`src/rtl/audio_i2s_tx.sv`:
```
// audio_i2s_tx: FIFO-buffered stereo I2S master transmitter.
// Ports: clk, reset_n, l_in/r_in/ena (sample in), clr (flag clear),
//        bclk/lrck/sdata (I2S out), level (FIFO occupancy), ovf/udf (sticky flags).
module audio_i2s_tx #(
  parameter int dsz  = 16,
  parameter int slot = 32,
  parameter int div  = 4,
  parameter int aw   = 2
) (
  input  logic           clk,
  input  logic           reset_n,
  input  logic [dsz-1:0] l_in,
  input  logic [dsz-1:0] r_in,
  input  logic           ena,
  input  logic           clr,
  output logic           bclk,
  output logic           lrck,
  output logic           sdata,
  output logic [aw:0]    level,
  output logic           ovf,
  output logic           udf
);

  localparam int depth = 2**aw;
  localparam int fl    = 2*slot;
  localparam int pw    = $clog2(fl);
  localparam int cw    = (div > 1) ? $clog2(div) : 1;

  logic [cw-1:0]    cnt;
  logic [pw-1:0]    p;
  logic [pw-1:0]    p_nxt;
  logic [pw-1:0]    q;
  logic             tick;
  logic             fe;
  logic             wrap;
  logic             right;
  logic             lrck_nxt;
  logic             bit_nxt;

  logic [2*dsz-1:0] mem [depth];
  logic [aw-1:0]    wp;
  logic [aw-1:0]    rp;
  logic             empty;
  logic             full;
  logic             pop;
  logic             push;

  // cur is both the pair being serialized and the repeat source on underrun
  logic [2*dsz-1:0] cur;
  logic [2*dsz-1:0] src;
  logic [2*dsz-1:0] pair;
  logic [dsz-1:0]   word;
  logic [dsz-1:0]   shw;

  assign tick  = (cnt == cw'(div-1));
  assign fe    = tick & bclk;
  assign p_nxt = (p == pw'(fl-1)) ? '0 : p + pw'(1);
  assign wrap  = fe & (p_nxt == '0);

  assign empty = (level == '0);
  assign full  = (level == (aw+1)'(depth));
  assign pop   = wrap & ~empty;
  assign push  = ena & (~full | pop);

  assign src  = empty ? cur : mem[rp];
  // on the load edge the new pair must drive the left MSB directly
  assign pair = wrap ? src : cur;

  assign right = (p_nxt >= pw'(slot));
  assign q     = right ? p_nxt - pw'(slot) : p_nxt;
  assign word  = right ? pair[dsz-1:0] : pair[2*dsz-1:dsz];
  // shifting past dsz leaves zeros, which pads the tail of the slot
  assign shw     = word << q;
  assign bit_nxt = shw[dsz-1];

  assign lrck_nxt = (p_nxt >= pw'(slot-1)) &&
                    (p_nxt <= pw'(fl-2));

  always_ff @(posedge clk or negedge reset_n) begin
    if (!reset_n) begin
      cnt   <= '0;
      bclk  <= 1'b0;
      p     <= pw'(fl-1);
      lrck  <= 1'b0;
      sdata <= 1'b0;
      cur   <= '0;
    end else begin
      if (tick) begin
        cnt  <= '0;
        bclk <= ~bclk;
      end else begin
        cnt  <= cnt + cw'(1);
      end
      if (fe) begin
        p     <= p_nxt;
        lrck  <= lrck_nxt;
        sdata <= bit_nxt;
      end
      if (wrap) cur <= src;
    end
  end

  always_ff @(posedge clk or negedge reset_n) begin
    if (!reset_n) begin
      wp    <= '0;
      rp    <= '0;
      level <= '0;
      ovf   <= 1'b0;
      udf   <= 1'b0;
    end else begin
      if (push) wp <= wp + aw'(1);
      if (pop)  rp <= rp + aw'(1);
      unique case ({push, pop})
        2'b10:   level <= level + (aw+1)'(1);
        2'b01:   level <= level - (aw+1)'(1);
        default: level <= level;
      endcase
      ovf <= (ena & ~push) | (ovf & ~clr);
      udf <= (wrap & empty) | (udf & ~clr);
    end
  end

  // storage has no reset; the pointers define what is valid
  always_ff @(posedge clk) begin
    if (push) mem[wp] <= {l_in, r_in};
  end

endmodule

```
`config.mk`:
```
export PLATFORM = sky130hd
export DESIGN_NAME = audio_i2s_tx
export DESIGN_NICKNAME = d
export VERILOG_FILES = /design/src/rtl/audio_i2s_tx.sv
export SDC_FILE = /design/constraint.sdc
export NUM_CORES = 1
export LEC_CHECK = 0
export CAP_MARGIN = 20
export CORE_MARGIN = 4
export CORE_UTILIZATION = 56
export CTS_BUF_LIST = sky130_fd_sc_hd__clkbuf_2
export CTS_CLUSTER_DIAMETER = 150
export DETAILED_ROUTE_END_ITERATION = 8
export GPL_TIMING_DRIVEN = 0
export HOLD_SLACK_MARGIN = 0.1
export PLACE_DENSITY = 0.79
export SYNTH_ARGS = -nofsm -noshare
export SYNTH_HDL_FRONTEND = slang
export SYNTH_SLANG_ARGS = --single-unit
```
`constraint.sdc`:
```
create_clock -name clk -period 3 [get_ports clk]
set_input_delay 0.45 -clock clk [delete_from_list [all_inputs] [get_ports clk]]
set_output_delay 0.45 -clock clk [all_outputs]
set_load 0.05 [all_outputs]
```
Word-level counts from Yosys, hierarchy flattened

Memory sizes are Yosys's and may differ from the RTL's.
Index checks and enable logic that the tools add are counted.

Word-level logic and storage cells: 57
Memories kept: 1
Register bits: 52
Input bits: 36
Bits in writable memories: 128
Output and inout port bits: 8

Memories:

| memory | words | width | rd ports | clocked after Yosys merged registers in | write ports | RTL line | RTL |
|---|---|---|---|---|---|---|---|
| mem    | 4     | 32    | 1        | 0                                       | 1           | 40       | `logic [2*dsz-1:0] mem [depth];` |

Equality and inequality tests: 5
Order comparisons: 3
Shift operators: 1
Add/sub/neg operators: 7
Multiplexer cells: 9
Bitwise logic cells: 16
Reductions and logical operators: 4

Operators by type and width:

| operator            | number |
|---|---|
| $mux 32             | 2 |
| $mux 16             | 1 |
| $shl 16x6->16       | 1 |
| $mux 6              | 2 |
| $and 1x1->1         | 8 |
| $add 2x1->2 const B | 3 |
| $add 6x1->6 const B | 1 |
| $eq 6x6->1 const B  | 1 |
| $ge 6x5->1 const B  | 1 |
| $ge 6x6->1 const B  | 1 |
| $le 6x6->1 const B  | 1 |
| $logic_not 6->1     | 1 |
| $pmux 3 s2          | 1 |
| $sub 6x6->6 const B | 1 |
| $not 1->1           | 5 |
| $eq 2x2->1 const B  | 2 |
| $add 3x1->3 const B | 1 |
| $eq 3x3->1 const B  | 1 |
| $logic_not 3->1     | 1 |
| $or 1x1->1          | 3 |
| $sub 3x1->3 const B | 1 |
| $eq 2x1->1 const B  | 1 |
| $mux 1              | 2 |
| $mux 2              | 1 |
| other kinds (2)     | 2 |

Depth between registers and ports, before layout

Depth in word-level cells: 10
Mapped depth: 12
Mapped depth without buffers: 9

Least setup slack after synthesis

No wires, ideal clock.

Kind: reg-to-reg
Start: reg p[0]
End: mem mem[0][0] (netlist name) (enable)
Library setup time: 0.392 ns
Cell stages (with the launch flop): 8
Clock period less this slack: 3.122 ns
Arrival time: 2.730 ns
Data required time: 2.608 ns
Setup slack: -0.122 ns
Buffers on the path: 1
Cell sequence: dfstp_2 > ha_1 > buf_2 > nand3_1 > a311oi_4 > nand3_1 > o2111ai_2 > and3_1

Word-level cells in the longest chain between the ends: 9
Elaborated cells on any way between the ends: 10
Classes of those cells: add/sub: 1; eq/ne: 1; mux: 3; bitwise: 4; reduce/logical: 1

RTL lines:

| element                                          | RTL line | RTL |
|---|---|---|
| start, declared                                  | 30       | `logic [pw-1:0] p;` |
| start signal, assigned                           | 83       | `p <= pw'(fl-1);` |
| start signal, assigned                           | 95       | `p <= p_nxt;` |
| $add 6x1->6 / $eq 6x6->1 (equally long branches) | 57       | `assign p_nxt = (p == pw'(fl-1)) ? '0 : p + pw'(1);` |
| $mux 6 *                                         | 57       |  |
| $logic_not 6->1 *                                | 58       | `assign wrap = fe & (p_nxt == '0);` |
| $and 1x1->1 *                                    | 58       |  |
| $and 1x1->1 *                                    | 62       | `assign pop = wrap & ~empty;` |
| $or 1x1->1 *                                     | 63       | `assign push = ena & (~full \| pop);` |
| $and 1x1->1 *                                    | 63       |  |
| $mux 1 *                                         | 125      | `if (push) mem[wp] <= {l_in, r_in};` |
| $mux 1 (not written as such) *                   | 125      |  |
| end, declared                                    | 40       |  |

Mark *: on every way between the ends. The rest lies on a longest branch, timed or not.

Worst setup path after layout

Start: reg p[1]
End: mem mem[3][3] (netlist name) (enable)

The elaborated chain is that of the path after synthesis.

==> flow_summary.ini <==
[grt]
first_pass_grt_wire_length_um = 22900
first_global_vias = 4335
track_usage_pct = 20.6
grt_antenna_before_repair = 0
pin_count_of_the_biggest_net_entering_global_routing = 29
total_grt_overflow = 0

[clock_network]
cts.sinks = 180
cts_tree = done
worst_skew_pair.late_latency_ns = 0.78
clk_transition_reported_paths_ns = 0.24
clk_path_buf_depth = 2
clock_h_tree_levels = 4
cts_inserted_buffers = 17
cts_root_buffer = clkbuf_2

[yosys]
synthDominantAreaCellType = edfxtp_1
post_synth.cell_area_avg_um2 = 15.3
synth_sequential_area_ratio_pct = 68.6
synth.ff_latch_count = 180
synth_largest_type_area_fraction_pct = 51.1
post_synth_inst_count = 490
synth.area.top_cells = edfxtp_1 51%, dfrtp_1 15%, mux4_2 9.9%
synth.distinct_cells = 57
synthesis.area_um2 = 7510
synthesis.nets = 536
synthesis.yosys.warnings = 0

[cells_and_area]
fillers = 928
final-seq-area_um2 = 5150
post-route-util_pct = 66.0
design.final.nets = 621
area_occupied_by_multi_input_gates_um2 = 2290
final_non_filler_cell_total = 764
areaGrowthSynthToFinish_pct = 15.8
post_route_cells_drive_above_1_share_pct = 21.3
antenna_cells = 0

[critical_path]
most_frequent_cell_on_the_critical_path = buf_4
crit_chain = ha_1, buf_4, nand3_1, a311oi_4, nand3_2, buf_4, o2111ai_4, and3_4
setup.worst_path.start_class = flop
worst-endpoint-arrival_ns = 3.37
crit_path_max_fanout = 16
crit_required_ns = 3.49
critPathSlowestCell = dfstp_2
worst-setup-path-type = reg -> reg
cpPeakStageDelay_ns = 0.63
worst_setup_path_end_kind = flop

[drt]
wire_per_inst_um = 19.4
vias_per_cell = 5.83
totalWireLength_um = 14800
initialDrtViolationCount = 355
detail_route.drc_violations = 0
drt_first_pass_iters = 6
drt.antenna.violating_nets = 0
via_count = 4452

[floorplan]
die_w_um = 124
die-area_um2 = 15300
rows = 42
ios = 44
chipHeight_um = 124
floorplan.core_area_um2 = 13200
starting_utilization_of_the_core_area_pct = 57.0

[placement]
place.detailed.hpwl_um = 8960
io_buffer_count = 43
cell_count_post_placement = 710
gp_congestion = 0.855

[sta]
hold_ws_ns = 0.222
clock.fmax_mhz = 347
setup_viol_count_final = 0
rsz0062_at_grt = no
timing_max_transition_violations_final = 0
clock-skew-final_ns = 0.0304
finalHoldViolations = 0
timing.slew.headroom_pct = 52.1
worst-slew-pin-transition_ns = 0.718
final.min_clock_period_ns = 2.88
fin_crit_sh_pct = 96.0

[pwr]
power.density_nw_per_um2 = 609
leakage_nw = 3.30
power.ir.vdd_worst_v = 0.000393

[run_status]
outcome = complete, no violations

[hold_path]
holdCritPathClass = in -> async

[flow_run]
drv_cap = 0
-- synthesized netlist by cell type (all sizes together) --
master and count:
mux2 2, o311ai 2, o211ai 2, nand2 108, a211oi 8, nor2b 1, a21oi 10, a32oi 1
and4 1, a311oi 1, mux4 33, nand2b 4, dfrtp 46, nor2 16, clkbuf 11, and3 4
xnor2 7, o2111ai 3, xor2 3, o21ai 14, and4b 2, inv 11, o21a 1, a31o 1
ha 9, nor3 3, nand4 3, o2111a 1, a31oi 1, o22ai 2, mux2i 11, or3 3
o32ai 1, o31ai 3, fa 1, nor3b 1, nand3 8, and2 4, buf 12, a311o 1
edfxtp 128, dfstp 6
-- timing repair --
action / CTS / global route
cloned: 4 / 0
setup endpoints to repair: 130 / 85
hold buffers: 1 / 0
buffers inserted: 1 / 16
resized for setup: 11 / 5
hold endpoints to repair: 27 / 0
pin swaps: 5 / 6
-- stage by stage --
| stage | power, W | instance area [um^2] | setup WS [ns] | setup TNS (ns) |
|---|---|---|---|---|
| 2_1_floorplan | 0.00367 | 7520 | 0.161 | 0 |
| 3_3_place_gp | 0.00395 | 8170 | -0.360 | -45.20 |
| 3_5_place_dp | 0.00401 | 8190 | -0.419 | -50.65 |
| 4_1_cts | 0.00520 | 8500 | 0.000254 | 0 |
| 5_1_grt | 0.00551 | 8700 | 0.0100 | 0 |
| 6_report | 0.00530 | 8700 | 0.121 | 0 |
-- routing by layer --
metal	share of wire (%)	vias up	track usage, %
met5	0	-	0
met4	1.9	0	9.00
met3	6.6	22	5.04
met2	50	165	32.0
met1	42	2249	28.1
li1	-	2016	-
-- cell usage in the layout (no fill, tap or decap), drive strengths merged, types with 6 or more instances in the layout --
master and n:
mux2i 11, clkdlybuf4s50 42, xnor2 7, clkbuf 31, a21oi 10, ha 9
a211oi 8, o21ai 14, and3 8, buf 31, nor2 16, mux4 33
edfxtp 128, nand2 108, dfrtp 46, inv 15, nand3 8, dfstp 6
-- area by class of cell --
| type | instances | area share (%) |
|---|---|---|
| Sequential cell | 180 | 59.2 |
| Multi-Input combinational cell | 280 | 26.3 |
| Timing Repair Buffer | 62 | 7.65 |
| Tap cell | 176 | 2.53 |
| Buffer | 23 | 1.45 |
| Clock inverter | 12 | 1.24 |
| Clock buffer | 20 | 1.15 |
| Inverter | 11 | 0.474 |
-- sequential cells by signal, indices dropped and copies added (netlist names) --
signal  count
udf         1
lrck        1
level       3
cur        32
p           6
ovf         1
wp          2
mem       128
bclk        1
cnt         2
rp          2
sdata       1
-- power breakdown --
part           switching, W  leakage (nW)  total (W)  internal, W
registers          0.000104          1.86    0.00318      0.00308
logic              0.000589          1.30   0.000988     0.000399
clock network      0.000816         0.128    0.00113     0.000314
total               0.00151          3.30    0.00530      0.00379
-- final timing paths --
| path | startpoint | slack [ns] | depth (start not counted) | endpoint |
|---|---|---|---|---|
| worst min register to register | cnt[0] | 0.45 | 1 | cnt[0] |
| worst max-delay path | p[1] | 0.12 | 8 | mem[3][3] |
| worst min-delay path | reset_n | 0.22 | 2 | level[1] |
| max in group asynchronous | reset_n | 2.21 | 3 | cur[25] |
| min in group clk | clr | 0.25 | 2 | ovf |
| worst max register to register | p[1] | 0.12 | 8 | mem[3][3] |
-- kinds of logic (layout without fill, tap and decap cells) --
logic type | after synthesis | count (layout) | synth area share, %
AOI/OAI and AO/OA | 52 | 52 | 5.01
buffers and inverters | 34 | 128 | 2.18
xor gates and xnor gates | 10 | 10 | 1.27
adders and majority gates | 10 | 10 | 1.76
muxes | 46 | 46 | 11.7
DFF | 180 | 180 | 68.6
and+or+nand+nor | 158 | 162 | 9.56
-- worst max-delay path: cells and delay by family (launching register included) --
family | cells | cell delay (ns)
compound gates | 2 | 0.75
fa+ha+maj | 1 | 0.16
simple gates | 3 | 0.72
buf+inv | 2 | 0.33
flops | 1 | 0.63
Power figures use the tool's default switching activity.
